`src/rtl/gba_sound_pkg.sv`:
```
// gba_sound_pkg: shared defaults, register map and helpers for the Direct Sound FIFOs
package gba_sound_pkg;
   localparam int DEPTH_BYTES_DEF   = 32;
   localparam int REQ_THRESHOLD_DEF = 16;
   localparam logic [11:0] FIFO_A_ADDR = 12'h0A0;
   localparam logic [11:0] FIFO_B_ADDR = 12'h0A4;
   typedef enum logic {TIMER_SEL_0 = 1'b0, TIMER_SEL_1 = 1'b1} timer_sel_e;
   function automatic logic [7:0] lane_byte(input logic [31:0] w, input int k);
      return w[8*k +: 8];
   endfunction
endpackage

```
`src/rtl/gba_sound_fifo_push.sv`:
```
// gba_sound_fifo_push: compacts enabled byte lanes into an ordered list clipped by free space
module gba_sound_fifo_push
   import gba_sound_pkg::*;
#(
   parameter int CW = 6
) (
   input  logic           wr_en,
   input  logic [31:0]    wr_data,
   input  logic [3:0]     wr_be,
   input  logic [CW-1:0]  free,
   output logic [3:0][7:0] bytes,
   output logic [2:0]     accepted,
   output logic           drop
);
   // lane 0 first; lanes that no longer fit are dropped and flagged
   always_comb begin
      bytes    = '0;
      accepted = '0;
      drop     = 1'b0;
      for (int k = 0; k < 4; k++)
         if (wr_en && wr_be[k]) begin
            if (CW'(accepted) < free) begin
               bytes[accepted[1:0]] = lane_byte(wr_data, k);
               accepted = accepted + 3'd1;
            end else
               drop = 1'b1;
         end
   end
endmodule

```
`src/rtl/gba_sound_fifo.sv`:
```
// gba_sound_fifo: one Direct Sound channel byte FIFO with timer-driven pop and DMA refill request
module gba_sound_fifo
   import gba_sound_pkg::*;
#(
   parameter int DEPTH_BYTES   = DEPTH_BYTES_DEF,
   parameter int REQ_THRESHOLD = REQ_THRESHOLD_DEF
) (
   input  logic                          clk100,
   input  logic                          reset_n,
   input  logic                          ce,
   input  logic                          wr_en,
   input  logic [31:0]                   wr_data,
   input  logic [3:0]                    wr_be,
   input  logic                          fifo_clear,
   input  logic                          timer_tick,
   input  logic                          dma_enable,
   output logic [7:0]                    sample,
   output logic                          sample_valid,
   output logic                          sound_dma_req,
   output logic [$clog2(DEPTH_BYTES):0]  fifo_count,
   output logic                          overflow,
   output logic                          underflow
);
   localparam int AW = $clog2(DEPTH_BYTES);
   localparam int CW = AW + 1;
   logic [7:0]      mem [DEPTH_BYTES];
   logic [AW-1:0]   wr_ptr, rd_ptr;
   logic [3:0][7:0] push_bytes;
   logic [2:0]      push_n;
   logic            push_drop, push_en, clr, pop, pop_ok;
   logic [CW-1:0]   free, count_next;
   assign clr        = ce & fifo_clear;
   assign push_en    = ce & wr_en & ~fifo_clear;
   assign pop        = ce & timer_tick & dma_enable & ~fifo_clear;
   assign pop_ok     = pop & (fifo_count != '0);
   assign free       = CW'(DEPTH_BYTES) - fifo_count;
   assign count_next = fifo_count + CW'(push_n) - CW'(pop_ok);

   gba_sound_fifo_push #(.CW(CW)) u_push (
      .wr_en    (push_en),
      .wr_data  (wr_data),
      .wr_be    (wr_be),
      .free     (free),
      .bytes    (push_bytes),
      .accepted (push_n),
      .drop     (push_drop)
   );

   // byte storage; contents need no reset
   always_ff @(posedge clk100)
      for (int i = 0; i < 4; i++)
         if (3'(i) < push_n)
            mem[wr_ptr + AW'(i)] <= push_bytes[i];

   // pointers, level, sticky flags and the registered output pulses
   always_ff @(posedge clk100 or negedge reset_n)
      if (!reset_n) begin
         wr_ptr        <= '0;
         rd_ptr        <= '0;
         fifo_count    <= '0;
         sample        <= '0;
         sample_valid  <= 1'b0;
         sound_dma_req <= 1'b0;
         overflow      <= 1'b0;
         underflow     <= 1'b0;
      end else if (clr) begin
         wr_ptr        <= '0;
         rd_ptr        <= '0;
         fifo_count    <= '0;
         sample_valid  <= 1'b0;
         sound_dma_req <= 1'b0;
         overflow      <= 1'b0;
         underflow     <= 1'b0;
      end else begin
         wr_ptr        <= wr_ptr + AW'(push_n);
         rd_ptr        <= rd_ptr + AW'(pop_ok);
         fifo_count    <= count_next;
         sample        <= pop_ok ? mem[rd_ptr] : sample;
         sample_valid  <= pop_ok;
         sound_dma_req <= pop_ok && (count_next <= CW'(REQ_THRESHOLD));
         overflow      <= overflow | push_drop;
         underflow     <= underflow | (pop & ~pop_ok);
      end
endmodule

```
`config.mk`:
```
export PLATFORM = sky130hd
export DESIGN_NAME = gba_sound_fifo
export DESIGN_NICKNAME = d
export VERILOG_FILES = /design/src/rtl/gba_sound_pkg.sv /design/src/rtl/gba_sound_fifo_push.sv /design/src/rtl/gba_sound_fifo.sv
export SDC_FILE = /design/constraint.sdc
export NUM_CORES = 1
export LEC_CHECK = 0
export CORE_MARGIN = 4
export CORE_UTILIZATION = 25
export DETAILED_ROUTE_END_ITERATION = 16
export GPL_ROUTABILITY_DRIVEN = 1
export SLEW_MARGIN = 20
export SYNTH_ARGS = -nofsm -noshare
export SYNTH_HDL_FRONTEND = slang
export SYNTH_HIERARCHICAL = 1
export SYNTH_SLANG_ARGS = --single-unit
```
`constraint.sdc`:
```
create_clock -name clk100 -period 19.6 [get_ports clk100]
set_clock_uncertainty 0.05 [all_clocks]
set_input_delay 3.92 -clock clk100 [delete_from_list [all_inputs] [get_ports clk100]]
set_output_delay 3.92 -clock clk100 [all_outputs]
set_load 0.02 [all_outputs]
```
---- Word-level counts from Yosys, hierarchy flattened ----
Memories as Yosys holds them, arrays and structs flattened. A register that Yosys moved wholly into a read port is not among the register bits.
Index checks and enable logic that the tools add are counted.
word-level totals
  RAM bits ................................ 256
  memories ................................ 1
  input port bits ......................... 43
  bits in latches ......................... 0
  bits in read-only memories .............. 0
  register bits ........................... 20
operators by class
  reduce and logical (&&, ||, !) cells .... 11
  equal/unequal tests ..................... 0
  multipliers ............................. 0
  muxes and demuxes ....................... 48
  add/subtract/negate cells ............... 11
  $lt $le $gt $ge ......................... 15
  shift-type cells ........................ 0
  divide/modulo/power cells ............... 0
  bitwise operators ....................... 13
memory list
  name  words  bits a word  rd ports  clocked after memory_dff  write ports  line                  source
  mem   32     8            1         1                         4            gba_sound_fifo.sv:26  logic [7:0] mem [DEPTH_BYTES];
operators by type and width
  cell                                                                                 count
  32-bit two-way mux                                                                   6
  32-bit bitwise mux                                                                   3
  8-bit demux with 2-bit select                                                        3
  8-bit two-way mux                                                                    5
  1-bit two-way mux                                                                    21
  3-bit two-way mux                                                                    7
  3-bit by 6-bit less-than comparator with 1-bit output                                3
  5-bit by 2-bit adder with 5-bit output, second input constant                        2
  5-bit two-way mux                                                                    2
  3-bit by 1-bit adder with 3-bit output, second input constant                        3
  2-bit by 3-bit less-than comparator with 1-bit output, second input constant         3
  1-bit AND                                                                            8
  1-bit logical AND                                                                    8
  6-bit by 3-bit adder with 6-bit output                                               1
  2-bit by 1-bit greater-or-equal comparator with 1-bit output, second input constant  3
  6-bit by 5-bit <= comparator with 1-bit output, second input constant                1
  1-bit by 3-bit less-than comparator with 1-bit output, first input constant          2
  1-bit by 6-bit less-than comparator with 1-bit output, first input constant          1
  2-bit by 3-bit less-than comparator with 1-bit output, first input constant          2
  6-bit two-way mux                                                                    1
  6-bit nonzero test                                                                   1
  6-bit by 1-bit subtractor with 6-bit output                                          1
  6-bit subtractor, first input constant                                               1
  5-bit by 1-bit adder with 5-bit output                                               1
  6 further kinds                                                                      9

---- Depth between registers and ports, before layout ----
  depth after elaboration ................. 18
  mapped depth ............................ 33

---- By module ----
The synthesis kept the hierarchy.
modules (own cells, without submodules)
  module               seq. area each (um^2)  area an instance (um^2)  times used  cells each
  gba_sound_fifo       8388.0                 21106.5                  1           2023
  gba_sound_fifo_push  0.0                    1327.5                   1           161

---- Worst setup path before layout ----
Ideal clock, no wire load.
  path kind ............................... input to register
  start ................................... in fifo_clear
  end ..................................... mem mem[1][0] (enable)
  path buffers ............................ 4
  cell stages on the path ................. 27
  required time ........................... 19146 ps
  slack ................................... 8324 ps
  arrival time ............................ 10822 ps
  path through ............................ and3b_1 > clkbuf_1 > nand2_1 > a21oi_1 > ha_1 > nand3_1 > inv_1 > ha_1 > or2_2 > a21oi_1 > or2_2 > clkbuf_1 > a21oi_1 > inv_1 > ha_1 > o21a_1 > o21a_1 > nor2b_1 > clkbuf_1 > a211oi_1 > mux2i_1 > or2_2 > buf_4 > nor2_1 > nor2_1 > nor2_1 > o311ai_0
RTL lines
  element          line                  source
  start, declared  gba_sound_fifo.sv:14  input logic fifo_clear,
  end, declared    gba_sound_fifo.sv:26

==> results.json <==
{
  "ys_ff_latch": 284,
  "placed_area_um2": 23800,
  "finalSetupViolCount": 0,
  "dp_hpwl_mm": 53.9,
  "holdCritStartpoint": "underflow",
  "die_y_um": 308,
  "grt_pass1_wl_mm": 120,
  "grt_pass1_vias": 17200,
  "synth_warnings": 6,
  "r2r_start": "fifo_count[0]",
  "fillers": 9240,
  "startpoint_type": "input port",
  "path_class": "in2reg",
  "rsz0062_at_grt": "no",
  "worstPathRequired_ps": 19780,
  "fin_area_um2": 25000,
  "synth_edf_count": 256,
  "synth_top_area_frac": 0.343,
  "cts.sink_count": 284,
  "final_cell_mix": "mux2i_1 (276), edfxtp_1 (256), nand2_1 (182), nor2_1 (171), o21ai_0 (139)",
  "initial_core_util": 0.253,
  "syn_inst": 2184,
  "critPathSlowestCell": "nor2b_1",
  "seq_area_frac_synth": 0.374,
  "areaGrowthSynthToFinish_pct": 11.4,
  "p_per_area_nw_per_um2": 77.9,
  "synthTopCellsByArea": "edfxtp_1 (34%), mux2i_1 (12%), mux4_2 (7.3%)",
  "startpoint": "ce",
  "synth_cell_type_count": 87,
  "crit_path_end_kind": "flip-flop",
  "dp_cells": 3224,
  "hp-class": "reg2reg",
  "fmax_mhz": 84.3,
  "row_count": 109,
  "cts_hold_buf": 0,
  "cts_resized": 0,
  "p_leak_nw": 9.41,
  "clock_path_buffers": 3,
  "path_max_fanout": 13,
  "setup_tns_ps": 0,
  "grtUsageTotal": 0.167,
  "critPathBufInv": 4,
  "drt-total-wl_mm": 81.6,
  "hold_viol_final": 0,
  "drt_iter0_markers": 2409,
  "cts_tree": "built",
  "async_flop_share": 0.0986,
  "layout.cells.non_filler": 3289,
  "slowest_delay_ps": 680,
  "cts_setup_buffers": 0,
  "synth.avg_cell_area_um2": 10.3,
  "maxSlewHeadroom": 0.201,
  "drc": 0,
  "vias": 18200,
  "synth_top_cell_by_area": "edfxtp_1",
  "drt_first_pass_iters": 6,
  "via_per_inst": 5.52,
  "min_period_ps": 11860,
  "boundaryPins": 61,
  "routedWlPerCell_um": 24.8,
  "worst_pin_slew_ps": 1190,
  "htree_levels": 2,
  "fin_crit_sh": 0.605,
  "clkTransAtPathRegs_ps": 60,
  "drtAntennaViolNets": 0,
  "place.gp.congestion": 1.01,
  "gr-total-overflow": 0,
  "crit_family": "simple AND/OR/NAND/NOR gates",
  "final_common_cell": "mux2i_1",
  "die_w_um": 308,
  "cts_buffers": 35,
  "clock_latency_ps": 570,
  "core-area_um2": 88600,
  "syn_area_um2": 22400,
  "dp_slack_ps": 7080,
  "antenna_found_initial": 1,
  "grt_max_degree": 51,
  "ir_drop_mv": 0.0455,
  "maxSlewViolCount": 0,
  "die_area_um2": 94600,
  "synthesis.nets": 2258,
  "outcome": "completed",
  "root_buffer": "clkbuf_16",
  "cp.arrival_ps": 12040,
  "fin_nets": 2170,
  "layout-drive-gt1-share": 0.177,
  "port_buffers": 60,
  "layout_setup_ws_ps": 7740,
  "synthFlopType": "edfxtp_1",
  "max-cap-violations": 0
}
-- final cells by class --
type | instances | area [um2] | area share
repair buffers | 95 | 863 | 0.0346
multi-input cells | 1635 | 12900 | 0.517
flip-flops and latches | 284 | 8390 | 0.336
diodes | 1 | 2.50 | 0.000100
inverters | 45 | 169 | 0.00676
clock inverters | 22 | 190 | 0.00761
clock buffers | 42 | 996 | 0.0399
well taps | 1165 | 1460 | 0.0583
-- kinds of logic after synthesis --
| kind of cell | count (synthesis) | share of synthesized area |
|---|---|---|
| compound gates | 543 | 0.161 |
| simple gates | 552 | 0.121 |
| buf+inv | 265 | 0.0518 |
| mux | 482 | 0.263 |
| xor+xnor | 26 | 0.0105 |
| flops | 284 | 0.374 |
| fa+ha+maj | 32 | 0.0184 |
-- synthesized netlist by cell type (5+ instances only) --
library cell  instances
buf_6                 5
nand2_1             182
ha_1                 29
a22oi_1              41
a21o_1               70
mux2_2              132
edfxtp_1            256
o21ai_1              22
a31oi_1               5
or3_1                 9
nor3_1               27
a22o_1               10
xnor2_1              21
nor2_4               11
o21ai_0             141
and3_1               18
buf_2                52
or2_2                 8
clkbuf_1            141
mux2i_1             276
a311oi_1              6
buf_4                16
and2_1               14
a21oi_1              84
nor2_2               12
nand4_1               7
nor2b_1               6
nor2_1              172
o22ai_1              38
nand2b_1              9
a221o_1              15
dfrtp_1              28
nor4_4                5
a211oi_1             63
nand3_1              36
inv_1                44
mux4_2               73
-- registers in the layout (all words and copies together), names as in the netlist --
register / count
underflow: 1
rd_ptr: 5
sample: 8
sample_valid: 1
wr_ptr: 5
sound_dma_req: 1
mem: 256
overflow: 1
fifo_count: 6
-- through the flow --
| stage | power (mW) | hold slack (ps) | util |
|---|---|---|---|
| finish | 1.95 | 460 | 0.282 |
| global route | 2.02 | 484 | 0.282 |
| CTS | 1.94 | 466 | 0.282 |
| detailed placement | 1.27 | 453 | 0.268 |
| global placement | 1.26 | 435 | 0.268 |
| floorplan | 1.11 | 526 | - |
-- where the power goes --
group | switching [mW] | internal [mW]
Combinational | 0.313 | 0.219
Clock | 0.277 | 0.402
Sequential | 0.0392 | 0.697
Total | 0.629 | 1.32
-- final timing paths --
| check | end | slack (ps) | cells after the start |
|---|---|---|---|
| min in group asynchronous | fifo_count[4] | 3710 | 2 |
| worst max register to register | mem[17][4] | 10840 | 28 |
| max in group asynchronous | wr_ptr[4] | 15460 | 2 |
| worst max-delay path | mem[17][4] | 7740 | 26 |
| worst min-delay path | underflow | 460 | 2 |
| worst min register to register | underflow | 460 | 2 |
-- worst register-to-register path: cells and delay by family (launching register included) --
kind	cells	cell delay, ps
compound gates	6	1550
fa+ha+maj	4	980
simple gates	12	4400
flops	1	490
buf+inv	4	570
xor+xnor	2	380
-- per-layer routing --
metal / part of all wire / vias to the layer above / global-route usage
met5: 0 / - / 0
met2: 0.44 / 1061 / 0.261
met4: 0.042 / 0 / 0.0639
li1: - / 8087 / -
met1: 0.42 / 8812 / 0.232
met3: 0.098 / 199 / 0.0282
Power figures use the tool's default switching activity.
